File: src/rtl/uart_tx_word_fifo.sv
// UART transmit path: DEPTH-entry word FIFO feeding a 1- or 4-byte 8N1 serialiser.
// Define TX_PARITY_EN to insert an even-parity bit before the stop bit (8E1).
`timescale 1ns/1ps
module uart_tx_word_fifo #(
  parameter  int CLK_PER_HALF_BIT = 1042,
  parameter  int DEPTH            = 16,
  localparam int AW               = $clog2(DEPTH)
) (
  input  logic          clk,
  input  logic          rstn,
  input  logic [31:0]   send_data,
  input  logic [1:0]    send_req,
  input  logic          flush,
  output logic          stall,
  output logic [AW:0]   level,
  output logic          busy,
  output logic          overflow,
  output logic          txd
);

  localparam int BIT_CYCLES = 2 * CLK_PER_HALF_BIT;
  localparam int BW         = (BIT_CYCLES > 1) ? $clog2(BIT_CYCLES) : 1;
  localparam logic [AW:0]   LVL_ONE  = (AW+1)'(1);
  localparam logic [AW:0]   LVL_FULL = (AW+1)'(DEPTH);
  localparam logic [BW-1:0] BAUD_END = BW'(BIT_CYCLES - 1);

  typedef enum logic [2:0] {
    S_IDLE,
    S_START,
    S_DATA,
`ifdef TX_PARITY_EN
    S_PARITY,
`endif
    S_STOP
  } state_t;

  state_t state, state_next;

  logic [32:0]   mem [DEPTH];
  logic [AW-1:0] wr_ptr, rd_ptr;
  logic [AW:0]   level_q, level_next;
  logic          full, push_req, push, pop;

  logic [BW-1:0] baud_cnt;
  logic [2:0]    bit_idx;
  logic [1:0]    byte_cnt;
  logic [31:0]   shift_word;
  logic [7:0]    cur_byte;
  logic          bit_end;
  logic          txd_next;

  assign full     = (level_q == LVL_FULL);
  assign push_req = send_req[1] && !flush;
  assign pop      = (state == S_IDLE) && (level_q != '0) && !flush;
  // A push into a full FIFO is still accepted when the head leaves in the same cycle.
  assign push     = push_req && (!full || pop);

  assign bit_end  = (baud_cnt == BAUD_END);
  assign cur_byte = shift_word[7:0];

  assign level = level_q;
  assign busy  = (state != S_IDLE);

  always_comb begin
    level_next = level_q;
    if (flush)
      level_next = '0;
    else if (push && !pop)
      level_next = level_q + LVL_ONE;
    else if (pop && !push)
      level_next = level_q - LVL_ONE;
  end

  always_ff @(posedge clk) begin
    if (push)
      mem[wr_ptr] <= {send_req[0], send_data};
  end

  always_ff @(posedge clk or negedge rstn) begin
    if (!rstn) begin
      wr_ptr   <= '0;
      rd_ptr   <= '0;
      level_q  <= '0;
      stall    <= 1'b0;
      overflow <= 1'b0;
    end else begin
      level_q <= level_next;
      stall   <= (level_next == LVL_FULL);
      if (flush) begin
        wr_ptr   <= '0;
        rd_ptr   <= '0;
        overflow <= 1'b0;
      end else begin
        if (push)
          wr_ptr <= wr_ptr + AW'(1);
        if (pop)
          rd_ptr <= rd_ptr + AW'(1);
        if (push_req && full && !pop)
          overflow <= 1'b1;
      end
    end
  end

  always_comb begin
    state_next = state;
    txd_next   = 1'b1;
    case (state)
      S_IDLE: begin
        if (pop)
          state_next = S_START;
      end
      S_START: begin
        txd_next = 1'b0;
        if (bit_end)
          state_next = S_DATA;
      end
      S_DATA: begin
        txd_next = cur_byte[bit_idx];
        if (bit_end && (bit_idx == 3'd7))
`ifdef TX_PARITY_EN
          state_next = S_PARITY;
`else
          state_next = S_STOP;
`endif
      end
`ifdef TX_PARITY_EN
      S_PARITY: begin
        txd_next = ^cur_byte;
        if (bit_end)
          state_next = S_STOP;
      end
`endif
      S_STOP: begin
        if (bit_end)
          state_next = (byte_cnt != 2'd0) ? S_START : S_IDLE;
      end
      default: state_next = S_IDLE;
    endcase
    // Flush abandons any partial frame and returns the line to idle immediately.
    if (flush) begin
      state_next = S_IDLE;
      txd_next   = 1'b1;
    end
  end

  always_ff @(posedge clk or negedge rstn) begin
    if (!rstn) begin
      state <= S_IDLE;
      txd   <= 1'b1;
    end else begin
      state <= state_next;
      txd   <= txd_next;
    end
  end

  always_ff @(posedge clk or negedge rstn) begin
    if (!rstn) begin
      baud_cnt   <= '0;
      bit_idx    <= '0;
      byte_cnt   <= '0;
      shift_word <= '0;
    end else if (flush) begin
      baud_cnt <= '0;
      bit_idx  <= '0;
      byte_cnt <= '0;
    end else begin
      if ((state == S_IDLE) || bit_end)
        baud_cnt <= '0;
      else
        baud_cnt <= baud_cnt + BW'(1);

      if (state != S_DATA)
        bit_idx <= '0;
      else if (bit_end)
        bit_idx <= bit_idx + 3'd1;

      if (pop) begin
        shift_word <= mem[rd_ptr][31:0];
        byte_cnt   <= mem[rd_ptr][32] ? 2'd3 : 2'd0;
      end else if ((state == S_STOP) && bit_end && (byte_cnt != 2'd0)) begin
        shift_word <= {8'h00, shift_word[31:8]};
        byte_cnt   <= byte_cnt - 2'd1;
      end
    end
  end

endmodule

File: config.mk
export PLATFORM = sky130hd
export DESIGN_NAME = uart_tx_word_fifo
export DESIGN_NICKNAME = d
export VERILOG_FILES = /design/src/rtl/uart_tx_word_fifo.sv
export SDC_FILE = /design/constraint.sdc
export NUM_CORES = 1
export LEC_CHECK = 0
export ABC_AREA = 1
export CORE_MARGIN = 8
export CORE_UTILIZATION = 47
export CTS_CLUSTER_SIZE = 40
export DETAILED_ROUTE_END_ITERATION = 6
export SYNTH_ARGS = -nofsm -noshare
export SYNTH_HDL_FRONTEND = slang
export SYNTH_SLANG_ARGS = --single-unit
File: constraint.sdc
create_clock -name clk -period 5.2 [get_ports clk]
set_input_delay 1.04 -clock clk [delete_from_list [all_inputs] [get_ports clk]]
set_output_delay 1.04 -clock clk [all_outputs]
set_load 0.1 [all_outputs]
Word-level counts from Yosys, hierarchy flattened --
Memory sizes are Yosys's and may differ from the RTL's. Index checks and enable logic that the tools add are counted.
Storage, ports and cells: register bits 68, memories kept 1, output and inout bits 9, RAM bits 528
Memory list:
- mem | depth 16, bits a word 33, read ports 1, clocked after Yosys merged registers in 0, write ports 1, RTL line 39 | logic [32:0] mem [DEPTH];
Cells by class: equality and inequality tests 12, add/sub/neg operators 7, $lt $le $gt $ge 1, multiplexer cells 33, reduce and logical (&&, ||, !) cells 29, bitwise operators 1
Operator list (number):
- 2-to-1 mux 32 bit | 2
- 2-to-1 mux 12 bit | 2
- 2-to-1 mux 3 bit | 8
- 2-to-1 mux 4 bit | 4
- 2-to-1 mux 5 bit | 3
- adder 12 x 1 -> 12 bit (second input constant) | 1
- equality test 12 bit (second input constant) | 1
- inequality test 3 bit (second input constant) | 4
- case mux 3 bit (4 select lines) | 1
- logical AND 1 bit | 11
- equality test 5 bit (second input constant) | 2
- nonzero test 2 bit | 5
- nonzero test 3 bit | 3
- adder 4 x 1 -> 4 bit (second input constant) | 2
- 2-to-1 mux 2 bit | 4
- 2-to-1 mux 1 bit | 7
- equality test 3 x 2 -> 1 bit (second input constant) | 2
- adder 5 x 1 -> 5 bit (second input constant) | 1
- nonzero test 5 bit | 1
- subtractor 5 x 1 -> 5 bit (second input constant) | 1
- zero test 1 bit | 4
- < comparator 3 x 4 -> 1 bit (second input constant) | 1
- AND reduction 4 bit | 1
- adder 3 x 1 -> 3 bit (second input constant) | 1
- 10 further kinds | 11

Longest topological paths before layout --
Gate-level depths: netlist of run 1.
word-level depth 11, mapped depth 11

Least setup slack after synthesis of run 1 --
Ideal clock, no wire load.
kind reg2reg, from register level_q[0], in the netlist level[0], to memory mem[0][0] (enable), library setup time 0.423 ns, path buffers 0, data required time 4.777 ns, clock period less this slack 3.903 ns, setup slack 1.297 ns, stages on the path, launching flop included 10, data arrival time 3.480 ns, cells stage by stage dfrtp_1 inv_1 ha_1 nand3_4 nand3_4 nand4_1 nand2_1 inv_2 nand2_1 nor2_1
On the way: word-level cells in the longest chain between the ends 7, elaborated cells between the ends (all ways) 9, classes of those cells 1 x eq/ne; 2 x mux; 6 x reduce/logical
RTL lines:
- start, declared | RTL line 41 | logic [AW:0] level_q, level_next;
- start signal, assigned | RTL line 87 | level_q <= level_next;
- nonzero test 5 bit | RTL line 54 | assign pop = (state == S_IDLE) && (level_q != '0) && !flush;
- logical AND 1 bit (2 in a row) | RTL line 54
- logical OR 1 bit * | RTL line 56 | assign push = push_req && (!full || pop);
- logical AND 1 bit * | RTL line 56
- 2-to-1 mux 1 bit * | RTL line 75 | if (push)
- 2-to-1 mux 1 bit (not written as such) * | RTL line 76 | mem[wr_ptr] <= {send_req[0], send_data};
- end, declared | RTL line 39
Mark *: on every way between the ends. The rest lies on a longest branch, timed or not.

Worst setup path after layout of run 1 --
from register state[0], to output busy
On the way: word-level cells in the longest chain between the ends 1
RTL lines:
- start, declared | RTL line 37 | state_t state, state_next;
- start signal, assigned | RTL line 151 | state <= state_next;
- nonzero test 3 bit | RTL line 62 | assign busy = (state != S_IDLE);
- end, declared | RTL line 16 | output logic busy,
No other way between the ends.

==> results_dict.tcl, run 1 <==
set metrics [dict create \
    hold_viol 0 \
    synth_cell_type_count 43 \
    place_ws_ns 0.994 \
    max_freq_mhz 267 \
    comb_power_share_pct 26.8 \
    vias 15439 \
    setup_slack_ns 1.46 \
    peakVddDrop_v 0.000337 \
    ant_nets 0 \
    netlist_instances 2030 \
    tns_ns 0 \
    rsz0062_at_grt "no" \
    drc_errors 0 \
    max_slew_margin_pct 22.9 \
    die_area_um2 59700 \
    ys_warn_count 0 \
    finalWeightedCongestion 0.862 \
    synth_nets 2083 \
    core_um2 51400 \
    synth_compound_area_share_pct 9.28 \
    cts_root_buffer "clkbuf_16" \
    crit_fanout 5 \
    min_path_type "register to register" \
    drt_wl_total_um 61900 \
    numPortBuffers 45 \
    hold_depth 1 \
    place_area_um2 25500 \
    layout_min_cycle_time_ns 3.74 \
    syn-cell-area_um2 24500 \
    drt_iter0_drc 1321 \
    ff_latch_area_um2 17500 \
    yosys.area_share.adder_pct 0.817 \
    swShare_pct 34.3 \
    grt-ovfl-total 0 \
    final_common_cell "edfxtp_1" \
    setup_viol 0 \
    layout_common_cells "528 x edfxtp_1, 350 x nor2_1, 274 x nand2_1, 172 x o21ai_0, 166 x nand3_1" \
    grt_pass1_wl_um 94500 \
    initial_utilization_pct 47.7 \
    totalPowerFinal_mw 13.4 \
    p_seq_share_pct 42.4 \
    synth-edff-count 528 \
    nets 2095 \
    final_max_slew_viol_count 0 \
    ys_async_sr_fraction_pct 11.3 \
    cts_resized 0 \
    multiInputGateArea_um2 6170 \
    hold_start "baud_cnt[0]" \
    rrSetupSlack_ns 1.94 \
    hpwl_um 37000 \
    grt_max_degree 135 \
    clock-sinks 595 \
    leakage_nw 9.46 \
    r2r_start "level[0]" \
    tightestPinTransition_ns 1.15 \
    worst_ep_arrival_time_ns 2.70 \
    core.rowCount 83 \
    ys_ff_latch 595 \
    antennaDiodeCount 0 \
    cts_setup_buffers 0 \
    power_frac_clock_pct 30.8 \
    clk_pin_slew_ns 0.06 \
    synth_xor_area_share_pct 0.357 \
    critPathCaptureType "primary output" \
    syn2layout_area_growth_pct 11.7 \
    cts_tree "done" \
    nFillCells 4337 \
    power_density_nw_per_um2 489 \
    synth_top_family_by_area "simple AND/OR/NAND/NOR gates" \
    hold_buffers 0 \
    status "completed" \
    synth_area_per_cell_um2 12.1 \
    rr_endpoint "mem[8][19]" \
    grt_pass1_vias 15113 \
    grt_usage_pct 20.5 \
    clockBufferDepth 3 \
    worstSetupPathType "register to primary output" \
    startpoint_type "register" \
    yosysSeqAreaShare_pct 71.6 \
    synthMuxAreaShare_pct 0 \
    wire_per_inst_um 22.3 \
    drive_gt1_share_pct 7.46 \
    cp.required_ns 4.16 \
    maxCapViolCount 0 \
    holdPathEnd "baud_cnt[0]" \
    r2r_cells 9 \
    stdcell_area_um2 27400 \
    drtPass1Iterations 7 \
    worst_clock_skew_ns 0.0208 \
    via_per_inst 5.57 \
    dieHeight_um 244 \
    fp.dieW_um 244 \
    antenna_found_initial 0 \
    cell_internal_pwr_mw 8.79 \
    switchingPower_mw 4.59 \
    finalCritPeriodShare_pct 71.9 \
    synth-main-ff-cell "edfxtp_1" \
    h-tree-depth 2 \
    clkLatencyLatePin_ns 0.61 \
    synthSimpleGateAreaFrac_pct 14.2 \
    pin_count 46 \
    cts_buffers 60 \
]
## kinds of logic after synthesis
family	Yosys count
compound gates	392
fa+ha+maj	16
xor+xnor	10
flops	595
simple gates	835
buf+inv	182
## per-layer routing
metal / part of all wire, % / wire length (µm) / global-route usage [%] / vias up
li1: - / - / - / 7265
met1: 42 / 26300 / 27.3 / 7605
met2: 49 / 30400 / 34.3 / 466
met3: 4.9 / 3010 / 2.64 / 103
met4: 3.5 / 2190 / 7.76 / 0
met5: 0 / 0 / 0 / -
## power by group through the flow
stage	combinational [mW]	sequential (mW)	clock (mW)
floorplan	2.59	5.70	0
global placement	3.58	5.76	0
detailed placement	3.60	5.76	0
CTS	3.63	5.66	4.19
global route	4.00	5.69	4.37
finish	3.59	5.67	4.12
## cell usage after synthesis, types with 4 or more instances
library cell    n  share of area, %
nor2_1        366               5.6
inv_1          52              0.80
clkbuf_1       46              0.70
nand4_1        10              0.26
ha_1           16              0.82
nand3_1       166               3.4
inv_2           4             0.061
dfrtp_1        66               6.7
nand2_1       274               4.2
o21ai_0       172               3.5
o21ai_1        57               1.2
edfxtp_1      528                65
xor2_1          8              0.29
o211ai_1       97               3.0
buf_1           7              0.11
buf_2          36              0.74
buf_4          19              0.58
a21oi_1        42              0.86
a22oi_1        17              0.52
buf_6          16              0.74
## worst max-delay path by stage
stage          startpoint        end  depth (start not counted)
2_1_floorplan    level[0]  mem[0][0]                          9
3_3_place_gp        flush  mem[8][3]                          8
3_5_place_dp        flush  mem[8][3]                          8
4_1_cts          state[0]       busy                          4
5_1_grt          state[0]       busy                          4
6_report         state[0]       busy                          4
## flip-flops by register name, summed over array words and instances (netlist names)
signal      flops
stall           1
level           5
baud_cnt       12
rd_ptr          4
bit_idx         3
overflow        1
state           2
txd             1
byte_cnt        2
wr_ptr          4
shift_word     32
mem           528
## through the flow
| step | util, % | hold slack (ns) | cells |
|---|---|---|---|
| after CTS | 53.2 | 0.458 | 2772 |
| after detailed placement | 49.6 | 0.450 | 2660 |
| after global routing | 53.2 | 0.473 | 2772 |
| after floorplan | - | 0.424 | 2030 |
| after global placement | 49.6 | 0.441 | 2660 |
| final | 53.2 | 0.456 | 2772 |
## worst max-delay path: stages (launching register included)
cell and delay [ns]:
dfrtp_1 0.39, inv_1 0.08, ha_1 0.30, inv_1 0.15
clkdlybuf4s50_1 1.17
## area by class of cell
cell class                      count  share of cell area (%)
Clock buffer                       73                    5.74
Clock inverter                     39                    1.09
Inverter                           58                   0.814
Multi-Input combinational cell   1253                    22.5
Sequential cell                   595                    64.1
Tap cell                          680                    3.11
Timing Repair Buffer               74                    2.61
No activity file was read; power rests on OpenSTA's default activity.
==> run 2, diff against run 1 <==
==> constraint.sdc (replaced) <==
create_clock -name clk -period 3.5 [get_ports clk]
set_input_delay 0.7 -clock clk [delete_from_list [all_inputs] [get_ports clk]]
set_output_delay 0.7 -clock clk [all_outputs]
set_load 0.1 [all_outputs]
==> run 2 against run 1 <==
Count of clock-buffer cells in the layout is 6 higher; critical path type unchanged; design area rose by 1.4%; power increased by 53%; final cell count is 1.0% higher; hold slack worse by 0.26 ns; critical path depth down 3.
==> results_dict.tcl, run 2 (synthesized netlist as in run 1, its figures left out) <==
set metrics [dict create \
    stdcell_area_um2 27700 \
    cts_resized 0 \
    final_common_cell "edfxtp_1" \
    multiInputGateArea_um2 6170 \
    wire_per_inst_um 22.8 \
    setup_slack_ns 0.675 \
    drt_wl_total_um 63800 \
    max_slew_margin_pct 33.0 \
    top_layer "met4" \
    initial_utilization_pct 47.7 \
    nFillCells 4330 \
    largest-register "mem" \
    antennaDiodeCount 0 \
    crit_fanout 2 \
    totalPowerFinal_mw 20.5 \
    drive_gt1_share_pct 8.91 \
    worstSetupPathType "register to primary output" \
    cts_root_buffer "clkbuf_16" \
    drtPass1Iterations 5 \
    fin_util_pct 54.0 \
    grt_max_degree 161 \
    fin_hold_ws_ns 0.196 \
    grt_pass1_vias 15348 \
    worst_clock_skew_ns 0.0264 \
    grt_usage_pct 21.3 \
    wl_met3_um 3260 \
    antenna_found_initial 0 \
    grt-ovfl-total 0 \
    dp.cells 2691 \
    max_stage_delay_ns 1.15 \
    rr_endpoint "mem[4][12]" \
    dieHeight_um 244 \
    fp.dieW_um 244 \
    via_per_inst 5.62 \
    leakage_nw 9.68 \
    place_ws_ns 0.288 \
    r2r_start "level[1]" \
    cts_setup_buffers 0 \
    die_area_um2 59700 \
    hpwl_um 39300 \
    grt_pass1_wl_um 96600 \
    critPathCaptureType "primary output" \
    r2r_cells 10 \
    pin_count 46 \
    power_density_nw_per_um2 738 \
    rrSetupSlack_ns 0.89 \
    drt_iter0_drc 1465 \
    place_area_um2 25800 \
    max_freq_mhz 354 \
    cp.required_ns 2.80 \
    worst_ep_arrival_time_ns 2.12 \
    clock-sinks 595 \
    setup_viol 0 \
    cts_buffers 60 \
    clkLatencyLatePin_ns 0.64 \
    min_path_type "input pin to async pin" \
    h-tree-depth 2 \
    core.rowCount 83 \
    hold_viol 0 \
    finalCritPeriodShare_pct 80.7 \
    stdcell_count 2801 \
    dr_wl_met2_um 31900 \
    syn2layout_area_growth_pct 13.2 \
    peakVddDrop_v 0.000442 \
    cpLargestDelayFamily "buffers and inverters" \
    startpoint_type "register" \
    ff_latch_area_um2 17500 \
    clk_pin_slew_ns 0.06 \
    clockBufferDepth 3 \
    cp_slowest_cell "clkdlybuf4s50_1" \
    finalWeightedCongestion 0.814 \
    layout_min_cycle_time_ns 2.82 \
    tns_ns 0 \
    largest_reg_flops 528 \
    rsz0062_at_grt "no" \
    final_max_slew_viol_count 0 \
    nets 2126 \
    tightestPinTransition_ns 1.00 \
    drc_errors 0 \
    status "completed" \
    critPathBufInv 1 \
    ant_nets 0 \
    core_um2 51400 \
    numPortBuffers 45 \
    layout_common_cells "528 x edfxtp_1, 350 x nor2_1, 274 x nand2_1, 172 x o21ai_0, 166 x nand3_1" \
    wl_met1_um 26500 \
    maxCapViolCount 0 \
    vias 15746 \
    reg_top3 "mem (528), shift_word (32), baud_cnt (12)" \
    cts_tree "done" \
    hold_buffers 0 \
    crit_path_cell_trace "clkdlybuf4s50_1" \
]
==> run 2: cell types whose count changed in the layout (fill, tap and decap cells not counted), sizes merged <==
cell           change
clkinvlp           -2
bufinv             +2
clkinv             -9
inv                +1
buf               +38
clkdlybuf4s50      -7
clkbuf             +6
==> run 2: power by group <==
part / switching [mW] / total (mW) / internal [mW] / leakage [nW]
clock: 2.64 / 6.29 / 3.65 / 0.943
sequential: 0.222 / 8.28 / 8.06 / 5.61
combinational: 4.25 / 5.91 / 1.66 / 3.12
==> run 2: cell type report <==
class,count,area share [%]
inverter,58,0.803
clock inverter,31,1.18
multi-input combinational,1253,22.2
clock buffer,79,5.78
sequential,595,63.2
timing repair buffer,105,3.72
tap,680,3.07
==> run 2: worst max path at each step <==
stage                   from         end  slack [ns]  cells past startpoint
finish              overflow    overflow        0.68                      1
global route        overflow    overflow        0.62                      1
CTS                 overflow    overflow        0.63                      1
detailed placement     flush  mem[4][28]        0.29                      7
global placement       flush  mem[4][28]        0.36                      7
floorplan           level[0]   mem[0][0]       -0.40                      9
==> run 2: layer usage <==
metal  vias up  track usage (%)
li1       7334                -
met1      7862             27.6
met2       443             36.4
met3       107             3.26
met4         0             7.17
met5         -                0
